===== src/rtl/mips_pkg.sv =====
// Shared encodings for the MIPS memory-access stage: access sizes, M-stage FSM states
// and the alignment rule used for AdEL/AdES detection.
package mips_pkg;

    localparam int DATA_W = 32;

    localparam logic [1:0] MEM_B = 2'b00;
    localparam logic [1:0] MEM_H = 2'b01;
    localparam logic [1:0] MEM_W = 2'b10;

    typedef enum logic [1:0] {
        ST_IDLE = 2'b00,
        ST_REQ  = 2'b01,
        ST_DONE = 2'b10
    } mem_state_e;

    // Size 2'b11 falls into the word case on purpose.
    function automatic logic is_misaligned(input logic [1:0] size, input logic [1:0] off);
        case (size)
            MEM_B:   is_misaligned = 1'b0;
            MEM_H:   is_misaligned = off[0];
            default: is_misaligned = (off != 2'b00);
        endcase
    endfunction

endpackage


===== src/rtl/dmem_lane.sv =====
// Byte-lane steering for the data-memory port: store byte enables / replicated write
// data, and load lane extraction with sign or zero extension.
module dmem_lane
    import mips_pkg::*;
#(
    parameter bit BIG_ENDIAN = 1'b0
) (
    input  logic [1:0]        st_size,
    input  logic [1:0]        st_off,
    input  logic [DATA_W-1:0] st_data,
    output logic [3:0]        st_be,
    output logic [DATA_W-1:0] st_wdata,
    input  logic [1:0]        ld_size,
    input  logic [1:0]        ld_off,
    input  logic              ld_signed,
    input  logic [DATA_W-1:0] ld_rdata,
    output logic [DATA_W-1:0] ld_data
);

    // Big-endian mirrors the lane index: lane 3-n is simply the bitwise inverse of n.
    logic [1:0]  st_lane;
    logic        st_hi_half;
    logic [1:0]  ld_lane;
    logic        ld_hi_half;
    logic [7:0]  ld_byte;
    logic [15:0] ld_half;

    assign st_lane    = BIG_ENDIAN ? ~st_off    : st_off;
    assign st_hi_half = BIG_ENDIAN ? ~st_off[1] : st_off[1];
    assign ld_lane    = BIG_ENDIAN ? ~ld_off    : ld_off;
    assign ld_hi_half = BIG_ENDIAN ? ~ld_off[1] : ld_off[1];

    assign ld_byte = ld_rdata[{ld_lane, 3'b000} +: 8];
    assign ld_half = ld_hi_half ? ld_rdata[31:16] : ld_rdata[15:0];

    always_comb begin
        st_be    = 4'b1111;
        st_wdata = st_data;
        case (st_size)
            MEM_B: begin
                st_be    = 4'b0001 << st_lane;
                st_wdata = {4{st_data[7:0]}};
            end
            MEM_H: begin
                st_be    = st_hi_half ? 4'b1100 : 4'b0011;
                st_wdata = {2{st_data[15:0]}};
            end
            default: ;
        endcase
    end

    always_comb begin
        ld_data = ld_rdata;
        case (ld_size)
            MEM_B:   ld_data = {{24{ld_signed & ld_byte[7]}}, ld_byte};
            MEM_H:   ld_data = {{16{ld_signed & ld_half[15]}}, ld_half};
            default: ;
        endcase
    end

endmodule


===== src/rtl/mem_stage.sv =====
// MIPS M stage: req/ack data-memory access FSM with pipeline stall, misalignment
// faults and the load-result register feeding wb_reg.
module mem_stage
    import mips_pkg::*;
#(
    parameter bit BIG_ENDIAN = 1'b0
) (
    input  logic              clk,
    input  logic              rst,
    input  logic [DATA_W-1:0] aluoutm,
    input  logic [DATA_W-1:0] writedatam,
    input  logic              memreadm,
    input  logic              memwritem,
    input  logic [1:0]        memsizem,
    input  logic              memsignedm,
    input  logic              regwritein,
    output logic              regwritem,
    output logic [DATA_W-1:0] rdm,
    output logic              stallm,
    output logic              adel,
    output logic              ades,
    output logic              dmem_req,
    output logic              dmem_we,
    output logic [DATA_W-1:0] dmem_addr,
    output logic [DATA_W-1:0] dmem_wdata,
    output logic [3:0]        dmem_be,
    input  logic              dmem_ack,
    input  logic [DATA_W-1:0] dmem_rdata
);

    mem_state_e        state_q, state_d;
    logic              req_q, req_d;
    logic              we_q, we_d;
    logic [3:0]        be_q, be_d;
    logic [DATA_W-1:0] addr_q, addr_d;
    logic [DATA_W-1:0] wdata_q, wdata_d;
    logic [DATA_W-1:0] rdm_q, rdm_d;
    logic [1:0]        size_q, size_d;
    logic              sign_q, sign_d;
    logic [1:0]        off_q, off_d;
    logic              load_q, load_d;

    logic              access;
    logic              misaligned;
    logic [3:0]        lane_be;
    logic [DATA_W-1:0] lane_wdata;
    logic [DATA_W-1:0] lane_ldata;
    logic              stall_c;
    logic              regw_c;
    logic              adel_c;
    logic              ades_c;

    assign access     = memreadm | memwritem;
    assign misaligned = is_misaligned(memsizem, aluoutm[1:0]);

    // Store side is steered from the live EX/MEM fields; load side from the captured ones.
    dmem_lane #(
        .BIG_ENDIAN(BIG_ENDIAN)
    ) u_lane (
        .st_size  (memsizem),
        .st_off   (aluoutm[1:0]),
        .st_data  (writedatam),
        .st_be    (lane_be),
        .st_wdata (lane_wdata),
        .ld_size  (size_q),
        .ld_off   (off_q),
        .ld_signed(sign_q),
        .ld_rdata (dmem_rdata),
        .ld_data  (lane_ldata)
    );

    always_comb begin
        state_d = state_q;
        req_d   = req_q;
        we_d    = we_q;
        be_d    = be_q;
        addr_d  = addr_q;
        wdata_d = wdata_q;
        rdm_d   = rdm_q;
        size_d  = size_q;
        sign_d  = sign_q;
        off_d   = off_q;
        load_d  = load_q;
        stall_c = 1'b0;
        regw_c  = regwritein;
        adel_c  = 1'b0;
        ades_c  = 1'b0;

        case (state_q)
            ST_IDLE: begin
                if (access && misaligned) begin
                    adel_c = memreadm;
                    ades_c = ~memreadm;
                    regw_c = 1'b0;
                end else if (access) begin
                    stall_c = 1'b1;
                    regw_c  = 1'b0;
                    req_d   = 1'b1;
                    we_d    = ~memreadm;
                    be_d    = lane_be;
                    addr_d  = {aluoutm[DATA_W-1:2], 2'b00};
                    wdata_d = lane_wdata;
                    size_d  = memsizem;
                    sign_d  = memsignedm;
                    off_d   = aluoutm[1:0];
                    load_d  = memreadm;
                    state_d = ST_REQ;
                end
            end
            ST_REQ: begin
                stall_c = 1'b1;
                regw_c  = 1'b0;
                if (dmem_ack) begin
                    req_d   = 1'b0;
                    state_d = ST_DONE;
                    if (load_q) begin
                        rdm_d = lane_ldata;
                    end
                end
            end
            ST_DONE: begin
                state_d = ST_IDLE;
            end
            default: begin
                state_d = ST_IDLE;
            end
        endcase
    end

    always_ff @(posedge clk or posedge rst) begin
        if (rst) begin
            state_q <= ST_IDLE;
            req_q   <= 1'b0;
            we_q    <= 1'b0;
            be_q    <= 4'b0000;
            addr_q  <= '0;
            wdata_q <= '0;
            rdm_q   <= '0;
            size_q  <= MEM_B;
            sign_q  <= 1'b0;
            off_q   <= 2'b00;
            load_q  <= 1'b0;
        end else begin
            state_q <= state_d;
            req_q   <= req_d;
            we_q    <= we_d;
            be_q    <= be_d;
            addr_q  <= addr_d;
            wdata_q <= wdata_d;
            rdm_q   <= rdm_d;
            size_q  <= size_d;
            sign_q  <= sign_d;
            off_q   <= off_d;
            load_q  <= load_d;
        end
    end

    // Combinational controls are forced quiet while reset is held.
    assign stallm     = stall_c & ~rst;
    assign regwritem  = regw_c & ~rst;
    assign adel       = adel_c & ~rst;
    assign ades       = ades_c & ~rst;
    assign dmem_req   = req_q;
    assign dmem_we    = we_q;
    assign dmem_be    = be_q;
    assign dmem_addr  = addr_q;
    assign dmem_wdata = wdata_q;
    assign rdm        = rdm_q;

endmodule


===== config.mk =====
export PLATFORM = sky130hd
export DESIGN_NAME = mem_stage
export DESIGN_NICKNAME = d
export VERILOG_FILES = /design/src/rtl/mips_pkg.sv /design/src/rtl/dmem_lane.sv /design/src/rtl/mem_stage.sv
export SDC_FILE = /design/constraint.sdc
export NUM_CORES = 1
export LEC_CHECK = 0
export ABC_CLOCK_PERIOD_IN_PS = 4650
export CAP_MARGIN = 30
export CORE_MARGIN = 1.5
export CORE_UTILIZATION = 30
export CTS_BUF_LIST = sky130_fd_sc_hd__clkbuf_8
export CTS_CLUSTER_DIAMETER = 200
export DETAILED_ROUTE_END_ITERATION = 12
export GPL_ROUTABILITY_DRIVEN = 0
export PLACE_DENSITY_LB_ADDON = 0.12
export SLEW_MARGIN = 15
export SYNTH_ARGS = -nofsm -noshare
export SYNTH_HDL_FRONTEND = slang
export SYNTH_HIERARCHICAL = 1
export SYNTH_SLANG_ARGS = --single-unit
export TNS_END_PERCENT = 20

===== constraint.sdc =====
create_clock -name clk -period 4.65 [get_ports clk]
set_input_delay 0.93 -clock clk [delete_from_list [all_inputs] [get_ports clk]]
set_output_delay 0.93 -clock clk [all_outputs]
set_load 0.05 [all_outputs]

==> reports/summary.txt <==
Area leader, netlist -> dfrtp_1
FP Rows -> 49
Overall routing resource usage -> 0.152
Initial antenna violation count -> 0
Clock root buffer -> clkbuf_8
Sequential-to-total area share from yosys stat -> 0.479
Cell Area, Synth -> 5640 um^2
Area fraction of the dominant cell type after synthesis -> 0.479
Final setup fails -> 0
Total Neg Setup Slack -> 0 ps
Drt total wl -> 14900 um
Port Buffers -> 208
Die X -> 140 um
Die area -> 19600 um^2
Hold Path Cell Cnt -> 1
Vias -> 4053
Commonest cells post-synth -> 108 x dfrtp_1, 67 x mux2_4, 38 x mux2_2
Status -> finished, final reports clean
Met3 routed WL -> 1250 um
Chip height -> 140 um
Num Clock Sinks -> 108
Worst r2r src -> off_q[1]$_DFFE_PP0P_
Design area -> 8070 um^2
Iteration count of the initial detailed-routing pass -> 4
Met2 WL -> 6990 um
CP arrival -> 2930 ps
DP HPWL -> 11000 um
Ratio of cells with drive above 1 in the final layout -> 0.219
Synth cell types -> 43
Hold Buf Count CTS -> 0
Synthesized area per cell -> 13.2 um^2
Hold path startpoint -> rdm[25]$_DFFE_PP0P_
Final Skew -> 10.5 ps
Largest net degree at the start of global routing -> 55
Largest cells by area after synthesis -> dfrtp_1 48%, mux2_4 18%, mux2_2 7.6%
Top layer in use -> met4
Final Total Pwr -> 5440 uW
Initial core utilization -> 0.310
EDFF count, synth -> 0
Ys flop type -> dfrtp_1
Setup crit end kind -> primary output
CP Max Fanout -> 9
Reg clk slew, reported paths -> 100 ps
Core area -> 18200 um^2
Synth-to-Final Area Change -> 43.1%
IO Pins -> 211
Reg-to-reg setup timing slack -> 2260 ps
Ys Warns -> 6
Normalized max-slew margin -> 0.415
Worst Max-Slew Pin Slew -> 877 ps
CTS tree -> done
Gates resized, CTS repair -> 0
Num CTS Buffers -> 9
Fin crit period -> 3860 ps
Cells after synthesis -> 427
Htree depth -> 3
Tightest Hold Check Type -> flip-flop to flip-flop
Vias in the first global route -> 4320
Vias per cell -> 4.77
Post-Route M1 WL -> 6590 um
Ys async rst share -> 1.00
Max-cap viol count -> 0
CP Launch Type -> input port
Peak VDD IR -> 283 uV
First-pass GRT wire length -> 23500 um
Pwr dens -> 675 nW/um^2
Diode count -> 0
WL/cell -> 17.6 um
RSZ-0062 raised after global routing -> false
Maximum clock rate -> 259 MHz
Hold Fails Final Rpt -> 0
Area after DPL -> 7900 um^2
FF-to-FF path depth -> 4
P_leak -> 0.00354 uW
Tcrit/Tclk final -> 0.831
Setup Crit Path Kind -> input port to primary output
Detailed-route DRC error count -> 0
Max Slew Vio Count -> 0
Setup bufs post-CTS -> 0
#FFs+latches synth -> 108
Post-route ant nets -> 0
Maximum buffer depth of the clock tree -> 2
Hold path endpoint -> rdm[25]$_DFFE_PP0P_
Skew-Pair Late Insertion Delay -> 370 ps
Congestion Overflow GR -> 0
Detailed Route Iter0 Violations -> 137
Worst flop-to-flop path endpoint -> rdm[12]$_DFFE_PP0P_
Nets -> 725
Most frequent cell after synthesis -> dfrtp_1
Worst Path Required -> 3720 ps
worst max-delay path by stage:
stage | startpoint | to | slack [ps] | cells past startpoint
global placement | memreadm | regwritem | 780 | 5
CTS | memreadm | regwritem | 750 | 5
floorplan | rst | regwritem | 640 | 2
finish | memreadm | regwritem | 790 | 5
detailed placement | memreadm | regwritem | 750 | 5
global route | memreadm | regwritem | 700 | 5
cell usage in the layout, fill, tap and decap left out, types with 2 or more instances in the layout:
master / Yosys / final
mux2_4: 67 / 67
clkdlybuf4s50_1: 0 / 205
mux2i_1: 26 / 26
mux2_1: 11 / 11
nand2_1: 26 / 26
a31oi_1: 7 / 7
buf_12: 0 / 4
nand2b_1: 2 / 2
o21bai_1: 2 / 2
conb_1: 1 / 2
a211oi_1: 2 / 2
and2_1: 2 / 2
inv_1: 9 / 8
nor2_1: 9 / 9
a221o_1: 8 / 8
o21ai_1: 23 / 23
clkinvlp_4: 0 / 2
mux2_2: 38 / 38
nor2b_1: 10 / 10
buf_4: 12 / 7
dfrtp_1: 108 / 108
a22o_1: 9 / 9
o22a_1: 7 / 7
a21oi_1: 2 / 2
o21ai_0: 3 / 3
a21o_1: 2 / 2
clkbuf_8: 0 / 9
stage by stage:
step	utilization	cells	hold slack, ps	setup WS [ps]
2_1_floorplan	-	428	481	641
3_3_place_gp	0.432	836	491	784
3_5_place_dp	0.434	837	492	752
4_1_cts	0.443	849	520	751
5_1_grt	0.443	850	536	699
6_report	0.443	850	516	786
routing by layer:
metal | vias up | track usage
met5 | - | 0
met4 | 0 | 0.0382
met3 | 7 | 0.0581
met2 | 136 | 0.245
met1 | 2008 | 0.193
li1 | 1902 | -
kinds of logic (layout without fill, tap and decap cells):
group / after synthesis / in the layout / synth area share
AO/OA/AOI/OAI: 72 / 72 / 0.0901
AND/OR/NAND/NOR: 57 / 57 / 0.0541
flip-flops: 108 / 108 / 0.479
buffers and inverters: 46 / 239 / 0.0495
multiplexers: 143 / 143 / 0.326
other: 1 / 2 / 0.000665
layout make-up:
cell class | count | area [um^2]
clock buffers | 9 | 124
clock inverters | 3 | 42.5
multi-input cells | 274 | 2660
inverters | 10 | 41.3
well taps | 229 | 287
fillers | 1672 | 10100
repair buffers | 217 | 2210
flip-flops and latches | 108 | 2700
critical path: stages:
cell and delay (ps):
clkdlybuf4s50_1 500, or2_1 400, nor2_1 140, o211a_1 140, clkdlybuf4s50_1 820
report_power, final:
group	internal, uW	total (uW)	switching, uW	leakage, uW
sequential	1330	1600	271	0.00129
clock	237	541	304	0.0000829
combinational	1350	3300	1950	0.00217
total	2920	5440	2530	0.00354
registers in the layout, summed over array words and instances (netlist names):
name        flops
off_q           2
dmem_req        1
dmem_wdata     32
dmem_addr      30
dmem_be         4
size_q          2
load_q          1
sign_q          1
rdm            32
state_q         2
dmem_we         1
Power figures use the tool's default switching activity.
